[src/rtl/fifo_pkg.sv]
// Shared constants and pointer helper for the sync_fifo read-side stream adapter.
package fifo_pkg;
    localparam int FIFO_DATA_WIDTH      = 8;
    localparam int OBUF_DEPTH           = 3;
    localparam int SYNC_FIFO_RD_LATENCY = 1;
    localparam int PTR_WIDTH            = 2;

    typedef logic [PTR_WIDTH-1:0] ptr_t;

    // Circular-buffer pointer increment, wrapping after the last entry.
    function automatic ptr_t ptr_inc(input ptr_t p);
        return (p == ptr_t'(OBUF_DEPTH - 1)) ? '0 : p + ptr_t'(1);
    endfunction
endpackage

[src/rtl/fifo_rd_obuf.sv]
// Three-entry circular register buffer: push at tail, pop at head, occupancy count.
// Holds no flow-control knowledge; the caller guarantees no overflow/underflow.
module fifo_rd_obuf
    import fifo_pkg::*;
#(
    parameter int DATA_WIDTH = FIFO_DATA_WIDTH
) (
    input  logic                  clk,
    input  logic                  rst_n,
    input  logic                  clr,
    input  logic                  push,
    input  logic [DATA_WIDTH-1:0] push_data,
    input  logic                  pop,
    output ptr_t                  occ,
    output logic [DATA_WIDTH-1:0] head_data
);
    logic [DATA_WIDTH-1:0] mem_q [OBUF_DEPTH];
    ptr_t head_q, head_d;
    ptr_t tail_q, tail_d;
    ptr_t occ_q, occ_d;
    logic wr_en;

    assign wr_en = push && !clr;

    always_ff @(posedge clk) begin
        if (!rst_n) begin
            for (int i = 0; i < OBUF_DEPTH; i++) begin
                mem_q[i] <= '0;
            end
        end else if (wr_en) begin
            mem_q[tail_q] <= push_data;
        end
    end

    always_comb begin
        head_d = head_q;
        tail_d = tail_q;
        occ_d  = occ_q;
        if (clr) begin
            head_d = '0;
            tail_d = '0;
            occ_d  = '0;
        end else begin
            if (push) tail_d = ptr_inc(tail_q);
            if (pop)  head_d = ptr_inc(head_q);
            occ_d = occ_q + ptr_t'(push) - ptr_t'(pop);
        end
    end

    always_ff @(posedge clk) begin
        if (!rst_n) begin
            head_q <= '0;
            tail_q <= '0;
            occ_q  <= '0;
        end else begin
            head_q <= head_d;
            tail_q <= tail_d;
            occ_q  <= occ_d;
        end
    end

    assign occ       = occ_q;
    assign head_data = mem_q[head_q];
endmodule

[src/rtl/fifo_rd_stream.sv]
// Drains a sync_fifo (1-cycle read latency) into a valid/ready stream. Read requests
// are issued on credit (buffered + in-flight < 3) so m_ready never reaches fifo_rd_en.
module fifo_rd_stream
    import fifo_pkg::*;
#(
    parameter int DATA_WIDTH = FIFO_DATA_WIDTH,
    parameter int CNT_WIDTH  = 16
) (
    input  logic                  clk,
    input  logic                  rst_n,
    input  logic                  fifo_empty,
    input  logic [DATA_WIDTH-1:0] fifo_dout,
    output logic                  fifo_rd_en,
    input  logic                  flush,
    output logic                  m_valid,
    output logic [DATA_WIDTH-1:0] m_data,
    input  logic                  m_ready,
    output logic [CNT_WIDTH-1:0]  xfer_cnt,
    output logic                  idle
);
    logic                 inflight_q, inflight_d;
    logic [CNT_WIDTH-1:0] cnt_q, cnt_d;
    ptr_t                 occ;
    logic [2:0]           outstanding;
    logic                 drop;
    logic                 capture;
    logic                 pop;

    assign outstanding = {1'b0, occ} + {2'b00, inflight_q};
    assign fifo_rd_en  = rst_n && !fifo_empty && !flush && (outstanding < 3'(OBUF_DEPTH));

    // A word landing on a flush edge belongs to the discarded stream.
    assign drop    = flush && inflight_q;
    assign capture = inflight_q && !drop;
    assign pop     = m_valid && m_ready && !flush;

    always_comb begin
        inflight_d = fifo_rd_en;
        cnt_d      = cnt_q + CNT_WIDTH'(pop);
    end

    always_ff @(posedge clk) begin
        if (!rst_n) begin
            inflight_q <= 1'b0;
            cnt_q      <= '0;
        end else begin
            inflight_q <= inflight_d;
            cnt_q      <= cnt_d;
        end
    end

    fifo_rd_obuf #(
        .DATA_WIDTH(DATA_WIDTH)
    ) u_obuf (
        .clk       (clk),
        .rst_n     (rst_n),
        .clr       (flush),
        .push      (capture),
        .push_data (fifo_dout),
        .pop       (pop),
        .occ       (occ),
        .head_data (m_data)
    );

    assign m_valid  = (occ != '0);
    assign xfer_cnt = cnt_q;
    assign idle     = !m_valid && !inflight_q && fifo_empty;
endmodule

[config.mk]
export PLATFORM = sky130hd
export DESIGN_NAME = fifo_rd_stream
export DESIGN_NICKNAME = d
export VERILOG_FILES = /design/src/rtl/fifo_pkg.sv /design/src/rtl/fifo_rd_obuf.sv /design/src/rtl/fifo_rd_stream.sv
export SDC_FILE = /design/constraint.sdc
export NUM_CORES = 1
export LEC_CHECK = 0
export ABC_AREA = 1
export CORE_ASPECT_RATIO = 0.9
export CORE_UTILIZATION = 50
export DETAILED_ROUTE_END_ITERATION = 8
export PLACE_DENSITY = 0.75
export SYNTH_ARGS = -nofsm -noshare
export SYNTH_HDL_FRONTEND = slang
export SYNTH_SLANG_ARGS = --single-unit
[constraint.sdc]
create_clock -name clk -period 2.33 [get_ports clk]
set_input_delay 0.5825 -clock clk [delete_from_list [all_inputs] [get_ports clk]]
set_output_delay 0.5825 -clock clk [all_outputs]
set_load 0.05 [all_outputs]
==> results.json, run 1 <==
{
  "cts_root_buf": "clkbuf_8",
  "initial_utilization_pct": 52.33,
  "r2r_start": "u_obuf.occ[1]",
  "yosys_register_bits": 57,
  "post_cts_buffers": 0,
  "end_kind": "output pin",
  "syn_area_sq_um": 2561,
  "period_needed_ns": 2.252,
  "yosys.area_share.simple_pct": 22.77,
  "clock_skew_ns": 0.007738,
  "cts.path.max_buffers": 2,
  "yosys_most_used_dff": "edfxtp_1",
  "yosysTopAreaCell": "edfxtp_1",
  "max_slew_margin_pct": 66.12,
  "clockPowerShare_pct": 42.4,
  "htreeDepth": 3,
  "cp.arrival_ns": 1.67,
  "syn_inst": 278,
  "synth_top_family_by_area": "simple AND/OR/NAND/NOR gates",
  "diodes": 0,
  "finalSetupTns_ns": 0,
  "required_ns": 1.75,
  "synth.distinct_cells": 27,
  "hp-start": "xfer_cnt[10]",
  "critPathMaxFanout": 3,
  "setup_viol": 0,
  "period_share_pct": 96.65,
  "p_seq_share_pct": 50.4,
  "clkLatencyLatePin_ns": 0.33,
  "yosysSeqAreaShare_pct": 57.06,
  "via_per_inst": 5.044,
  "grt_use_total_pct": 23.57,
  "synth_compound_area_share_pct": 10.99,
  "coreArea_sq_um": 4895,
  "cts_tree": "yes",
  "p_int_mw": 1.688,
  "fin_util_pct": 68.87,
  "synth_mux_area_share_pct": 0,
  "synth_xor_area_share_pct": 0.3420,
  "max_freq_mhz": 444.1,
  "clkTransAtPathRegs_ns": 0.06,
  "fp-row-count": 24,
  "drive_above_1_share_pct": 15.25,
  "ir_drop_uv": 616.6,
  "maxSlewViolCount": 0,
  "outcome": "complete, no violations",
  "first_iter_violations": 129,
  "area.sequential_sq_um": 1463,
  "pin_count": 40,
  "ys_warn_count": 0,
  "overflow": 0,
  "hold_buffers": 0,
  "yosysTopAreaCellShare_pct": 37.52,
  "antenna_found_initial": 0,
  "dpl.hpwl_mm": 3.846,
  "async_flop_share_pct": 0,
  "grt_pass1_vias": 2017,
  "cellPowerDensity_nw_per_um2": 638.4,
  "rsz0062_at_grt": "no",
  "maxCapViolCount": 0,
  "synth.net_count": 296,
  "antenna_left": 0,
  "drc": 0,
  "die_w_um": 77.44,
  "wl_per_cell_um": 13.52,
  "syn2layout_area_growth_pct": 31.61,
  "die_y_um": 69.90,
  "startpoint_type": "primary input",
  "vias": 2048,
  "grt_max_degree": 17,
  "grt_pass1_wl_mm": 9.459,
  "wirelength_mm": 5.490,
  "dieArea_sq_um": 5413,
  "switching_share_pct": 21.54,
  "hold_viol": 0,
  "place.gp.congestion": 0.8208,
  "synth_edf_count": 32,
  "avgSynthCellArea_sq_um": 9.213,
  "power.switching_uw": 463.4,
  "fillers": 404,
  "leakage_nw": 1.381,
  "portBuffers": 39,
  "worstSetupPathType": "in2out",
  "fin_nets": 354,
  "tightest_slew_ns": 0.5073,
  "cts.sinks": 57,
  "comb_power_share_pct": 7.2,
  "multi_input_area_sq_um": 979.7,
  "hp-class": "reg2reg",
  "cts_buffers": 9,
  "firstDrtPassIters": 4,
  "worst_setup_path_startpoint": "fifo_empty",
  "synthAdderAreaFrac_pct": 2.443,
  "synthTopCellsByArea": "edfxtp_1, dfxtp_1, nor2_1, inv_1, nand2_1"
}
[power by group through the flow]
stage	registers (mW)	clock network (mW)	logic [mW]
5_1_grt	1.09	0.983	0.167
4_1_cts	1.08	0.936	0.155
2_1_floorplan	1.10	0	0.0812
3_5_place_dp	1.11	0	0.154
3_3_place_gp	1.10	0	0.152
6_report	1.08	0.913	0.154
[stage by stage]
stage	total power, mW	setup WS (ns)	hold WS (ns)	cells	cell area, sq um
2_1_floorplan	1.185	0.1933	0.4873	278	2580
3_3_place_gp	1.256	0.02667	0.4778	390	3133
3_5_place_dp	1.259	0.006365	0.4786	390	3133
4_1_cts	2.174	0.002590	0.4928	406	3332
5_1_grt	2.236	0.01095	0.5309	406	3371
6_report	2.152	0.07807	0.4912	406	3371
[layer usage]
metal	global-route usage (%)	vias to the layer above	share of wire, %	wire (um)
li1	-	1047	-	-
met1	29.42	937	45	2455
met2	37.86	60	48	2638
met3	8.105	4	6.3	348
met4	8.595	0	0.84	46
met5	0	-	0	0
[cell type report]
cell class              count  area share [%]
flip-flops and latches     57           43.39
repair buffers             50           14.77
clock inverters             3           1.188
well taps                  65           2.413
inverters                  40           4.454
clock buffers              13           4.714
multi-input cells         178           29.06
[state kept, by name (all words and copies together), names as in the netlist, named ones only]
signal / count
u_obuf.mem_q: 32
u_obuf.occ: 2
u_obuf.head_q: 2
inflight_q: 1
xfer_cnt: 16
u_obuf.tail_q: 2
[final timing paths]
check / slack, ns / to / cells past startpoint
max: 0.08 / fifo_rd_en / 3
min: 0.49 / xfer_cnt[10] / 2
min reg2reg: 0.49 / xfer_cnt[10] / 2
max reg2reg: 0.55 / xfer_cnt[4] / 10
[worst max-delay path: stages]
cell             delay [ns]
clkdlybuf4s50_1        0.48
a2111oi_4              0.38
clkbuf_16              0.23
[cells by family (layout without fill, tap and decap cells)]
family,count (synthesis),in the layout
buf+inv,43,106
flops,57,57
compound gates,50,50
fa+ha+maj,5,5
xor+xnor,1,1
simple gates,122,122
[repair_timing]
| action | CTS | global route |
|---|---|---|
| gates resized for setup | 0 | 8 |
| endpoints found under the setup margin | 1 | 2 |
| endpoints found under the hold margin | 0 | 0 |
| pin swaps | 1 | 1 |
[Yosys cell counts (3+ instances only)]
master / count
nand2_1: 36
nand4_1: 5
inv_2: 3
o21ai_0: 23
edfxtp_1: 32
nor2_4: 4
nand3_1: 4
inv_1: 37
nor2_1: 60
o22ai_1: 8
dfxtp_1: 25
a21oi_1: 13
ha_1: 5
nor3_1: 4
nand3_4: 3
[cell usage in the layout, fill, tap and decap left out, types with 3 or more instances in the layout]
cell / instances
ha_1: 3
clkdlybuf4s50_1: 26
nand2_1: 36
inv_1: 37
nor2_4: 4
nand3_4: 3
nand3_1: 4
clkbuf_8: 11
nand4_1: 5
edfxtp_1: 32
o21ai_0: 23
dlymetal6s2s_1: 3
o22ai_1: 8
a21oi_1: 13
buf_4: 18
nor2_1: 60
nor3_1: 4
dfxtp_1: 24
inv_2: 3
(Power assumes the default switching activity.)
==> inputs of run 2 (changes only) <==
- PLACE_DENSITY: 0.75 -> 0.76
==> run 2 against run 1 <==
  * Setup slack got worse by 0.0098 ns
  * Sequential cell count unchanged
  * Non-clock buffer count increased by 1
  * Clock power fell by 16%
  * Routed wire length down 0.56%
  * Maximum frequency fell by 0.43%
  * Cell count grew 0.25%
  * Sequential power about the same
  * Power shrank 6.6%
  * First-iteration DRC count decreased by 12%
  * Critical path depth grew 1
  * Critical path type is now reg2out
==> results.json, run 2 (same netlist as run 1, synthesis figures left out) <==
{
  "cts_buffers": 9,
  "max_slew_margin_pct": 66.29,
  "initial_utilization_pct": 52.33,
  "cts.path.max_buffers": 2,
  "wl_per_cell_um": 13.41,
  "via_per_inst": 5.123,
  "hold_buffers": 0,
  "htreeDepth": 3,
  "required_ns": 1.75,
  "startpoint_type": "register",
  "place.gp.congestion": 0.8312,
  "die_y_um": 69.90,
  "ir_drop_uv": 301.6,
  "grt_use_total_pct": 22.53,
  "period_share_pct": 97.07,
  "outcome": "complete, no violations",
  "fp-row-count": 24,
  "tightest_slew_ns": 0.5041,
  "maxSlewViolCount": 0,
  "drc": 0,
  "cellPowerDensity_nw_per_um2": 601.4,
  "overflow": 0,
  "area.sequential_sq_um": 1463,
  "antenna_left": 0,
  "design_power_total_mw": 2.010,
  "fin_nets": 355,
  "cts_tree": "yes",
  "largest_register": "u_obuf.mem_q",
  "worstSetupPathType": "reg2out",
  "clock_skew_ns": 0.006299,
  "post_cts_buffers": 0,
  "clkTransAtPathRegs_ns": 0.06,
  "dieArea_sq_um": 5413,
  "period_needed_ns": 2.262,
  "die_w_um": 77.44,
  "route.met2.wl_mm": 2.621,
  "top_layer_used": "met4",
  "clkLatencyLatePin_ns": 0.33,
  "critPathMaxFanout": 3,
  "cp.arrival_ns": 1.68,
  "maxCapViolCount": 0,
  "antenna_found_initial": 0,
  "pin_count": 40,
  "drive_above_1_share_pct": 14.91,
  "dpl.hpwl_mm": 3.819,
  "multi_input_area_sq_um": 969.7,
  "final_common_cell": "nor2_1",
  "layout_common_cells": "nor2_1, inv_1, nand2_1",
  "cts.sinks": 57,
  "wirelength_mm": 5.459,
  "worst_slack_ns": 0.06828,
  "setup_viol": 0,
  "portBuffers": 39,
  "place_ws_ns": -0.01401,
  "vias": 2085,
  "max_freq_mhz": 442.1,
  "worst_setup_path_startpoint": "u_obuf.occ[0]",
  "end_kind": "output pin",
  "hp-start": "xfer_cnt[10]",
  "leakage_nw": 1.361,
  "grt_pass1_wl_mm": 9.066,
  "largest_reg_flops": 32,
  "fillers": 386,
  "grt_pass1_vias": 2033,
  "syn2layout_area_growth_pct": 30.53,
  "r2r_start": "u_obuf.occ[1]",
  "first_iter_violations": 114,
  "drt-met1-wl_mm": 2.463,
  "coreArea_sq_um": 4895,
  "hold_viol": 0,
  "hp-class": "reg2reg",
  "route.met3.wl_um": 295,
  "cts_root_buf": "clkbuf_8",
  "grt_max_degree": 17,
  "rsz0062_at_grt": "no",
  "diodes": 0,
  "firstDrtPassIters": 4
}
run 2: metal layers:
metal	GRT usage, %	vias up
met5	0	-
met2	35.00	60
li1	-	1046
met3	7.843	8
met4	10.69	0
met1	28.08	971
run 2: repair_timing:
action                                  CTS  global route
endpoints found under the setup margin    1             2
gates resized for setup                   1             6
gates cloned                              0             0
pin swaps                                 1             1
run 2: worst max-delay path, stage by stage (launching register included):
cell and delay (ns):
dfxtp_2 0.35, ha_2 0.19, ha_4 0.21, a2111oi_4 0.37
clkbuf_16 0.23
run 2: power breakdown:
part | switching [mW] | total [mW] | internal, mW
sequential | 0.00539 | 1.08 | 1.08
combinational | 0.0933 | 0.155 | 0.0620
clock | 0.366 | 0.771 | 0.406
run 2: through the flow:
step / hold slack [ns] / area [sq um] / std cells / TNS (ns) / utilization, %
after floorplan: 0.4873 / 2580 / 278 / 0 / -
after global placement: 0.4731 / 3153 / 391 / 0 / 64.42
after detailed placement: 0.4790 / 3153 / 391 / -0.02155 / 64.42
after CTS: 0.4922 / 3317 / 407 / 0 / 67.77
after global routing: 0.5317 / 3343 / 407 / 0 / 68.30
final: 0.4877 / 3343 / 407 / 0 / 68.30
run 2: worst paths after layout:
kind | slack (ns) | cells past startpoint | endpoint
max | 0.07 | 4 | fifo_rd_en
min reg2reg | 0.49 | 2 | xfer_cnt[10]
max reg2reg | 0.62 | 11 | xfer_cnt[6]
min | 0.49 | 2 | xfer_cnt[10]
run 2: final cells by class:
cell class	instances	area share, %
Multi-Input combinational cell	178	29.00
Clock inverter	4	0.5988
Clock buffer	12	4.341
Sequential cell	57	43.75
Timing Repair Buffer	51	15.38
Tap cell	65	2.433
Inverter	40	4.491
==> inputs of run 3 (changes only) <==
- CTS_CLUSTER_SIZE: not set -> 20
- MAX_ROUTING_LAYER: not set -> met4
==> run 3 against run 2 <==
  * Register-to-register slack is essentially flat
  * Critical path type unchanged
  * Largest power group unchanged
  * Sequential power is essentially flat
  * Clock power is essentially flat
  * Power is essentially flat
  * Setup slack lost 0.0014 ns
  * Via count shrank 0.53%
  * Die area is the same
  * First-iteration DRC count shrank 22%
  * Sequential cell count is the same
  * Maximum frequency is essentially flat
  * Cell area is the same
==> results.json, run 3 (same netlist as run 1, synthesis figures left out) <==
{
  "setup_viol": 0,
  "required_ns": 1.75,
  "critPathMaxFanout": 3,
  "via_per_inst": 5.096,
  "period_share_pct": 97.13,
  "tightest_slew_ns": 0.5041,
  "hp-class": "reg2reg",
  "path_buf_inv": 1,
  "antenna_left": 0,
  "grt_max_degree": 17,
  "cts.path.max_buffers": 2,
  "final_common_cell": "nor2_1",
  "drive_above_1_share_pct": 14.91,
  "startpoint_type": "register",
  "syn2layout_area_growth_pct": 30.53,
  "htreeDepth": 3,
  "wl_per_cell_um": 13.28,
  "grt_use_total_pct": 23.19,
  "firstDrtPassIters": 4,
  "wirelength_mm": 5.405,
  "coreArea_sq_um": 4895,
  "drc": 0,
  "end_kind": "output pin",
  "max_freq_mhz": 441.9,
  "path_cells": "ha_2 > ha_4 > a2111oi_4 > clkbuf_16",
  "antenna_found_initial": 0,
  "fin_area_sq_um": 3343,
  "dieArea_sq_um": 5413,
  "fin_nets": 355,
  "ir_drop_uv": 300.1,
  "initial_utilization_pct": 52.33,
  "cts_root_buf": "clkbuf_8",
  "crit_family": "adder cells",
  "period_needed_ns": 2.263,
  "maxSlewViolCount": 0,
  "vias": 2074,
  "leakage_nw": 1.361,
  "cellPowerDensity_nw_per_um2": 601.3,
  "dpl.hpwl_mm": 3.819,
  "clock_skew_ns": 0.006036,
  "diodes": 0,
  "rsz0062_at_grt": "no",
  "fp-row-count": 24,
  "portBuffers": 39,
  "cts_buffers": 9,
  "outcome": "complete, no violations",
  "die_w_um": 77.44,
  "overflow": 0,
  "grt_pass1_wl_mm": 9.066,
  "first_iter_violations": 89,
  "placed_area_sq_um": 3153,
  "cts.sinks": 57,
  "die_y_um": 69.90,
  "clkLatencyLatePin_ns": 0.33,
  "place.gp.congestion": 0.8438,
  "worstSetupPathType": "reg2out",
  "cp.arrival_ns": 1.68,
  "cts_tree": "yes",
  "critical_path.max_stage_delay_ns": 0.37,
  "largest_reg_flops": 32,
  "layout_common_cells": "nor2_1, inv_1, nand2_1",
  "max_slew_margin_pct": 66.29,
  "grt_pass1_vias": 2036,
  "pin_count": 40,
  "hold_viol": 0,
  "largest_register": "u_obuf.mem_q",
  "place_ws_ns": -0.01401,
  "maxCapViolCount": 0,
  "worst_slack_ns": 0.06687,
  "clkTransAtPathRegs_ns": 0.06,
  "cp_slowest_cell": "a2111oi_4"
}
==> run 3: cell counts in the layout (fill, tap and decap cells not counted) <==
No cell type changed its count.
==> run 3: through the flow <==
step | setup TNS (ns) | hold slack (ns) | util (%) | instances | total power, mW
final | 0 | 0.4875 | 68.30 | 407 | 2.010
after global routing | 0 | 0.5317 | 68.30 | 407 | 2.076
after floorplan | 0 | 0.4873 | - | 278 | 1.185
after global placement | 0 | 0.4731 | 64.42 | 391 | 1.258
after detailed placement | -0.02155 | 0.4790 | 64.42 | 391 | 1.261
after CTS | 0 | 0.4922 | 67.77 | 407 | 2.029
==> run 3: power by group <==
group,internal [mW],switching (mW)
Clock,0.406,0.366
Combinational,0.0620,0.0931
Sequential,1.08,0.00541
==> run 3: final cells by class <==
type	count	area (sq um)
Multi-Input combinational cell	178	969.7
Fill cell	386	1551
Clock inverter	4	20.02
Tap cell	65	81.33
Inverter	40	150.1
Sequential cell	57	1463
Timing Repair Buffer	51	514.2
Clock buffer	12	145.1
==> run 3: worst paths after layout <==
path	end	slack [ns]	start	cells after the start
worst max-delay path	fifo_rd_en	0.07	u_obuf.occ[0]	4
worst min-delay path	xfer_cnt[10]	0.49	xfer_cnt[10]	2
worst max register to register	xfer_cnt[6]	0.62	u_obuf.occ[1]	11
worst min register to register	xfer_cnt[10]	0.49	xfer_cnt[10]	2
==> run 3: timing repair <==
item | CTS | global route
buffers inserted | 0 | 0
setup endpoints to repair | 1 | 2
cloned | 0 | 0
gates resized for setup | 1 | 6
hold buffers | 0 | 0
pin swaps | 1 | 1
==> run 3: worst register-to-register path, stage by stage (launching register included) <==
cell and delay (ns):
dfxtp_1 0.44, inv_1 0.07, nand2_1 0.12, nand3_1 0.12
inv_1 0.07, ha_1 0.16, nand2_1 0.12, inv_1 0.14
nand2_1 0.10, nor2_1 0.11, a21oi_1 0.07, nor3_1 0.12
==> run 3: per-layer routing <==
metal | vias up | track usage (%) | wire, um | part of all wire [%]
li1 | 1046 | - | - | -
met1 | 962 | 28.17 | 2398 | 44
met4 | 0 | 10.69 | 85 | 1.6
met2 | 57 | 34.91 | 2600 | 48
met5 | - | - | 0 | 0
met3 | 9 | 7.843 | 321 | 5.9
